--- src/rtl/conv_seq.sv ---
// Sequencer for a 3x3 convolution over an image memory: streams nine pixel/tap
// operand pairs per window into an external PE and hands each result off with valid/ready.
module conv_seq #(
  parameter int IMG_W  = 8,
  parameter int IMG_H  = 8,
  parameter int ADDR_W = 6
) (
  input  logic              clk,
  input  logic              rst,
  input  logic              start,
  input  logic              flt_we,
  input  logic [3:0]        flt_addr,
  input  logic [7:0]        flt_data,
  output logic [ADDR_W-1:0] img_addr,
  input  logic [7:0]        img_rdata,
  output logic              pe_rst,
  output logic [7:0]        pe_in,
  output logic [7:0]        pe_filter,
  input  logic [7:0]        pe_out,
  input  logic              pe_vaild,
  output logic [7:0]        res_data,
  output logic              res_valid,
  input  logic              res_ready,
  output logic              busy,
  output logic              done
);

  typedef enum logic [2:0] {
    S_IDLE = 3'd0,
    S_CLR  = 3'd1,
    S_FEED = 3'd2,
    S_LAST = 3'd3,
    S_WAIT = 3'd4,
    S_HOLD = 3'd5,
    S_DONE = 3'd6
  } state_t;

  localparam logic [ADDR_W-1:0] X_MAX = ADDR_W'(IMG_W - 3);
  localparam logic [ADDR_W-1:0] Y_MAX = ADDR_W'(IMG_H - 3);

  state_t            state_r;
  logic [7:0]        flt_r [0:8];
  logic [ADDR_W-1:0] x_r;
  logic [ADDR_W-1:0] y_r;
  logic [3:0]        k_r;
  logic [ADDR_W-1:0] nx_s;
  logic [ADDR_W-1:0] ny_s;
  logic              last_win_s;

  // Address of tap t (raster order inside the 3x3 window) for window origin (x,y).
  function automatic logic [ADDR_W-1:0] tap_addr(input logic [ADDR_W-1:0] x,
                                                 input logic [ADDR_W-1:0] y,
                                                 input logic [3:0]        t);
    logic [31:0] row;
    logic [31:0] col;
    logic [31:0] a;
    case (t)
      4'd0, 4'd1, 4'd2: row = 32'd0;
      4'd3, 4'd4, 4'd5: row = 32'd1;
      4'd6, 4'd7, 4'd8: row = 32'd2;
      default:          row = 32'd0;
    endcase
    case (t)
      4'd0, 4'd3, 4'd6: col = 32'd0;
      4'd1, 4'd4, 4'd7: col = 32'd1;
      4'd2, 4'd5, 4'd8: col = 32'd2;
      default:          col = 32'd0;
    endcase
    a = (32'(y) + row) * 32'(IMG_W) + 32'(x) + col;
    return a[ADDR_W-1:0];
  endfunction

  // Next window origin in raster order and last-window detection.
  always_comb begin
    last_win_s = (x_r == X_MAX) && (y_r == Y_MAX);
    if (x_r == X_MAX) begin
      nx_s = {ADDR_W{1'b0}};
      ny_s = y_r + ADDR_W'(1);
    end else begin
      nx_s = x_r + ADDR_W'(1);
      ny_s = y_r;
    end
  end

  // Memory read data lands one cycle after its address, so the pixel operand
  // must pass straight through in the cycle it arrives.
  assign pe_in = ((state_r == S_FEED) || (state_r == S_LAST)) ? img_rdata : 8'd0;

  // Window sequencer, filter bank and all registered outputs.
  always_ff @(posedge clk) begin
    if (!rst) begin
      state_r   <= S_IDLE;
      x_r       <= {ADDR_W{1'b0}};
      y_r       <= {ADDR_W{1'b0}};
      k_r       <= 4'd0;
      img_addr  <= {ADDR_W{1'b0}};
      pe_rst    <= 1'b1;
      pe_filter <= 8'd0;
      res_data  <= 8'd0;
      res_valid <= 1'b0;
      busy      <= 1'b0;
      done      <= 1'b0;
      for (int i = 0; i < 9; i++) flt_r[i] <= 8'd0;
    end else begin
      case (state_r)
        S_IDLE: begin
          if (flt_we && (flt_addr <= 4'd8)) flt_r[flt_addr] <= flt_data;
          if (start) begin
            state_r  <= S_CLR;
            x_r      <= {ADDR_W{1'b0}};
            y_r      <= {ADDR_W{1'b0}};
            img_addr <= tap_addr({ADDR_W{1'b0}}, {ADDR_W{1'b0}}, 4'd0);
            pe_rst   <= 1'b1;
            busy     <= 1'b1;
          end
        end
        S_CLR: begin
          state_r   <= S_FEED;
          k_r       <= 4'd1;
          img_addr  <= tap_addr(x_r, y_r, 4'd1);
          pe_filter <= flt_r[0];
          pe_rst    <= 1'b0;
        end
        S_FEED: begin
          pe_filter <= flt_r[k_r];
          if (k_r == 4'd8) begin
            state_r <= S_LAST;
          end else begin
            k_r      <= k_r + 4'd1;
            img_addr <= tap_addr(x_r, y_r, k_r + 4'd1);
          end
        end
        S_LAST: begin
          state_r   <= S_WAIT;
          pe_filter <= 8'd0;
        end
        S_WAIT: begin
          if (pe_vaild) begin
            res_data  <= pe_out;
            res_valid <= 1'b1;
            state_r   <= S_HOLD;
          end
        end
        S_HOLD: begin
          if (res_ready) begin
            res_valid <= 1'b0;
            pe_rst    <= 1'b1;
            if (last_win_s) begin
              state_r <= S_DONE;
              done    <= 1'b1;
            end else begin
              state_r  <= S_CLR;
              x_r      <= nx_s;
              y_r      <= ny_s;
              img_addr <= tap_addr(nx_s, ny_s, 4'd0);
            end
          end
        end
        S_DONE: begin
          state_r <= S_IDLE;
          done    <= 1'b0;
          busy    <= 1'b0;
        end
        default: begin
          state_r   <= S_IDLE;
          pe_rst    <= 1'b1;
          pe_filter <= 8'd0;
          res_valid <= 1'b0;
          busy      <= 1'b0;
          done      <= 1'b0;
        end
      endcase
    end
  end

endmodule

--- config.mk ---
export PLATFORM = sky130hd
export DESIGN_NAME = conv_seq
export DESIGN_NICKNAME = d
export VERILOG_FILES = /design/src/rtl/conv_seq.sv
export SDC_FILE = /design/constraint.sdc
export NUM_CORES = 1
export LEC_CHECK = 0
export ABC_AREA = 1
export CAP_MARGIN = 20
export CORE_ASPECT_RATIO = 0.75
export CORE_MARGIN = 5
export CORE_UTILIZATION = 30
export DETAILED_ROUTE_END_ITERATION = 16
export GPL_TIMING_DRIVEN = 0
export PLACE_DENSITY = 0.54
export SYNTH_ARGS = -nofsm -noshare
export SYNTH_HDL_FRONTEND = slang
export SYNTH_SLANG_ARGS = --single-unit
export TNS_END_PERCENT = 20
--- constraint.sdc ---
create_clock -name clk -period 4.15 [get_ports clk]
set_clock_uncertainty 0.05 [all_clocks]
set_input_delay 0.415 -clock clk [delete_from_list [all_inputs] [get_ports clk]]
set_output_delay 0.415 -clock clk [all_outputs]
set_load 0.02 [all_outputs]
==> impl_results.md <==
* Area delta synth->final at 22.2%
* Vias per std cell at 4.79
* Synth warn at 0
* Count leader, synth: nor2_1
* TritonCTS buffer count at 17
* Cts hold-fix bufs at 0
* Initial drt markers at 563
* Die area at 31200 µm²
* Vias at 6686
* IO buf count at 66
* Residual DRC at 0
* Die Span Y at 154 µm
* Core Area at 27200 µm²
* Pwr/cell area at 477 nW/µm²
* Dpl hpwl at 17.1 mm
* Yosys reg bits at 177
* Setup TNS at 0 ps
* Post-synthesis instance total at 893
* Final global-route overflow total at 0
* Post-route cell area at 10200 µm²
* Initial antenna violation count at 0
* Largest area contributor in the netlist: edfxtp_1
* Multi-input gate area at 3290 µm²
* Rel. slew slack at 53.4%
* CTS tree: done
* # rows at 52
* Die width at 202 µm
* WL final at 23.6 mm
* Worst Setup Path Type: reg2reg
* Min-Delay Path Class: reg2reg
* Req. time, crit path at 4380 ps
* Post-synth cell types at 42
* Fin crit share at 81.3%
* # setup viols final at 0
* N_diodes at 0
* Min Tclk post-route at 3380 ps
* RSZ-0062 raised after global routing: false
* Layout Nets at 1088
* Initial core utilization at 30.6%
* Endpoint class of the critical path: register
* Register Area at 4820 µm²
* CTS clk-pin slew, worst paths at 70 ps
* Yosys top cell area share at 46.1%
* First-pass GRT wire length at 36.0 mm
* Crit path max fanout at 5
* TritonRoute pass-1 iters at 5
* Syn Area/Cell at 9.33 µm²
* Lkg Pwr at 3.87 nW
* Post-CTS Setup Inserts at 0
* Max cap viols at 0
* Number of fill cells in the layout at 2766
* CTS sink cnt at 177
* Share of layout cells above drive strength 1 at 6.41%
* Largest net degree at the start of global routing at 17
* CTS H-Tree Depth at 4
* Max IR drop VDD at 0.000296 V
* Top cells by area, synth: edfxtp_1 46%, dfxtp_1 12%, nor2_1 9.1%
* Clk root buf: clkbuf_16
* Share of synthesized registers carrying an async set or reset at 0%
* Overall power at 4.86 mW
* Antenna-violating nets left at 0
* Clk buf depth at 2
* FMAX at 296 MHz
* RD Place Congestion at 0.854
* Hold Vio Cnt, Final at 0
* Post-CTS Resized at 0
* Top cells by count, synth: 202 x nor2_1, 128 x edfxtp_1, 124 x nand2_1, 91 x o21ai_0, 59 x inv_1
* Number of global-route vias before repair at 6185
* Critical Path Source Type: register
* EDFF count, synth at 128
* Actual slew at the worst max-slew pin at 699 ps
* Sequential area share after synthesis at 57.9%
* Total track usage at 15.0%
* Mapped Area at 8330 µm²
* Placed instance area at 9640 µm²
* Ys flop type: edfxtp_1
* Outcome: finished, final reports clean
* Drt wl/cell at 16.9 µm
* Max Transition Viols Final at 0
* Clk Latency, worst-skew pair at 430 ps
* Num ports at 68
* Arr. time, crit path at 3610 ps
## critical path: stages (launching register included)
cell,delay (ps)
dfxtp_1,360
ha_1,220
or2_2,270
nand2_1,120
inv_1,120
a21oi_1,180
o21ai_0,100
inv_1,60
ha_1,130
inv_1,50
fa_1,470
inv_1,60
ha_1,340
nand2_1,70
nor2_1,90
nand2_1,60
nand3_1,80
nand2_1,60
nand2_1,50
nor2_1,40
nor2_1,80
nand2_1,60
nand2_1,50
a21oi_1,50
## per-stage QoR
stage	utilization (%)	hold slack (ps)	setup slack, ps	cells
finish	37.4	398	775	1397
global route	37.4	412	445	1397
CTS	37.4	396	789	1397
detailed placement	35.4	388	826	1365
global placement	35.4	382	841	1365
floorplan	-	394	1130	948
## per-layer routing
| metal | up-vias | wire length [µm] | track usage, % |
|---|---|---|---|
| li1 | 3288 | - | - |
| met1 | 3193 | 12000 | 23.3 |
| met2 | 187 | 9630 | 20.7 |
| met3 | 18 | 1660 | 3.98 |
| met4 | 0 | 274 | 3.46 |
| met5 | - | 0 | 0 |
## final timing paths
kind	startpoint	end	slack [ps]	cells past startpoint
max reg2reg	k_r[0]$_SDFFE_PN0P_	img_addr[5]$_SDFFE_PN0P_	770	23
min	res_data[4]$_SDFFE_PN0P_	res_data[4]$_SDFFE_PN0P_	400	2
min reg2reg	res_data[4]$_SDFFE_PN0P_	res_data[4]$_SDFFE_PN0P_	400	2
max	k_r[0]$_SDFFE_PN0P_	img_addr[5]$_SDFFE_PN0P_	770	23
## final cells by class
class	count	area share, %
flip-flops and latches	177	47.4
well taps	351	4.32
clock inverters	11	0.799
multi-input cells	665	32.3
plain buffers	34	1.49
inverters	72	2.66
clock buffers	21	4.52
repair buffers	66	6.49
## report_power, final
part / total, mW / internal [mW] / switching (mW)
clock: 1.51 / 0.803 / 0.707
sequential: 2.13 / 2.04 / 0.0887
combinational: 1.22 / 0.400 / 0.818
total: 4.86 / 3.25 / 1.61
## cell usage in the layout, fill, tap and decap left out, types with 9 or more instances in the layout
master	netlist	layout
clkbuf_16	0	17
a21oi_1	51	51
o211ai_1	31	31
buf_2	13	13
ha_1	18	18
dfxtp_1	49	49
edfxtp_1	128	128
clkdlybuf4s50_1	0	66
clkbuf_1	18	20
nor2_1	202	202
inv_1	59	59
o21ai_0	91	91
nand2_1	124	124
clkinv_1	8	9
nand3_1	32	32
conb_1	1	56
## sequential cells by signal (all words and copies together) (netlist names), named ones only
name / flops
x_r: 6
busy: 1
k_r: 4
state_r: 3
img_addr: 6
res_data: 8
res_valid: 1
flt_r: 128
pe_rst: 1
pe_filter: 8
done: 1
y_r: 6
## cells by family (layout without fill, tap and decap cells)
kind of cell	Yosys count	after routing	share of synthesized area, %
DFF	177	177	57.9
adders and majority gates	21	21	3.43
xor gates and xnor gates	7	7	0.736
buffers and inverters	106	204	5.06
other	1	56	0.0450
AOI/OAI and AO/OA	194	194	13.1
and+or+nand+nor	387	387	19.7
(Power assumes the default switching activity.)
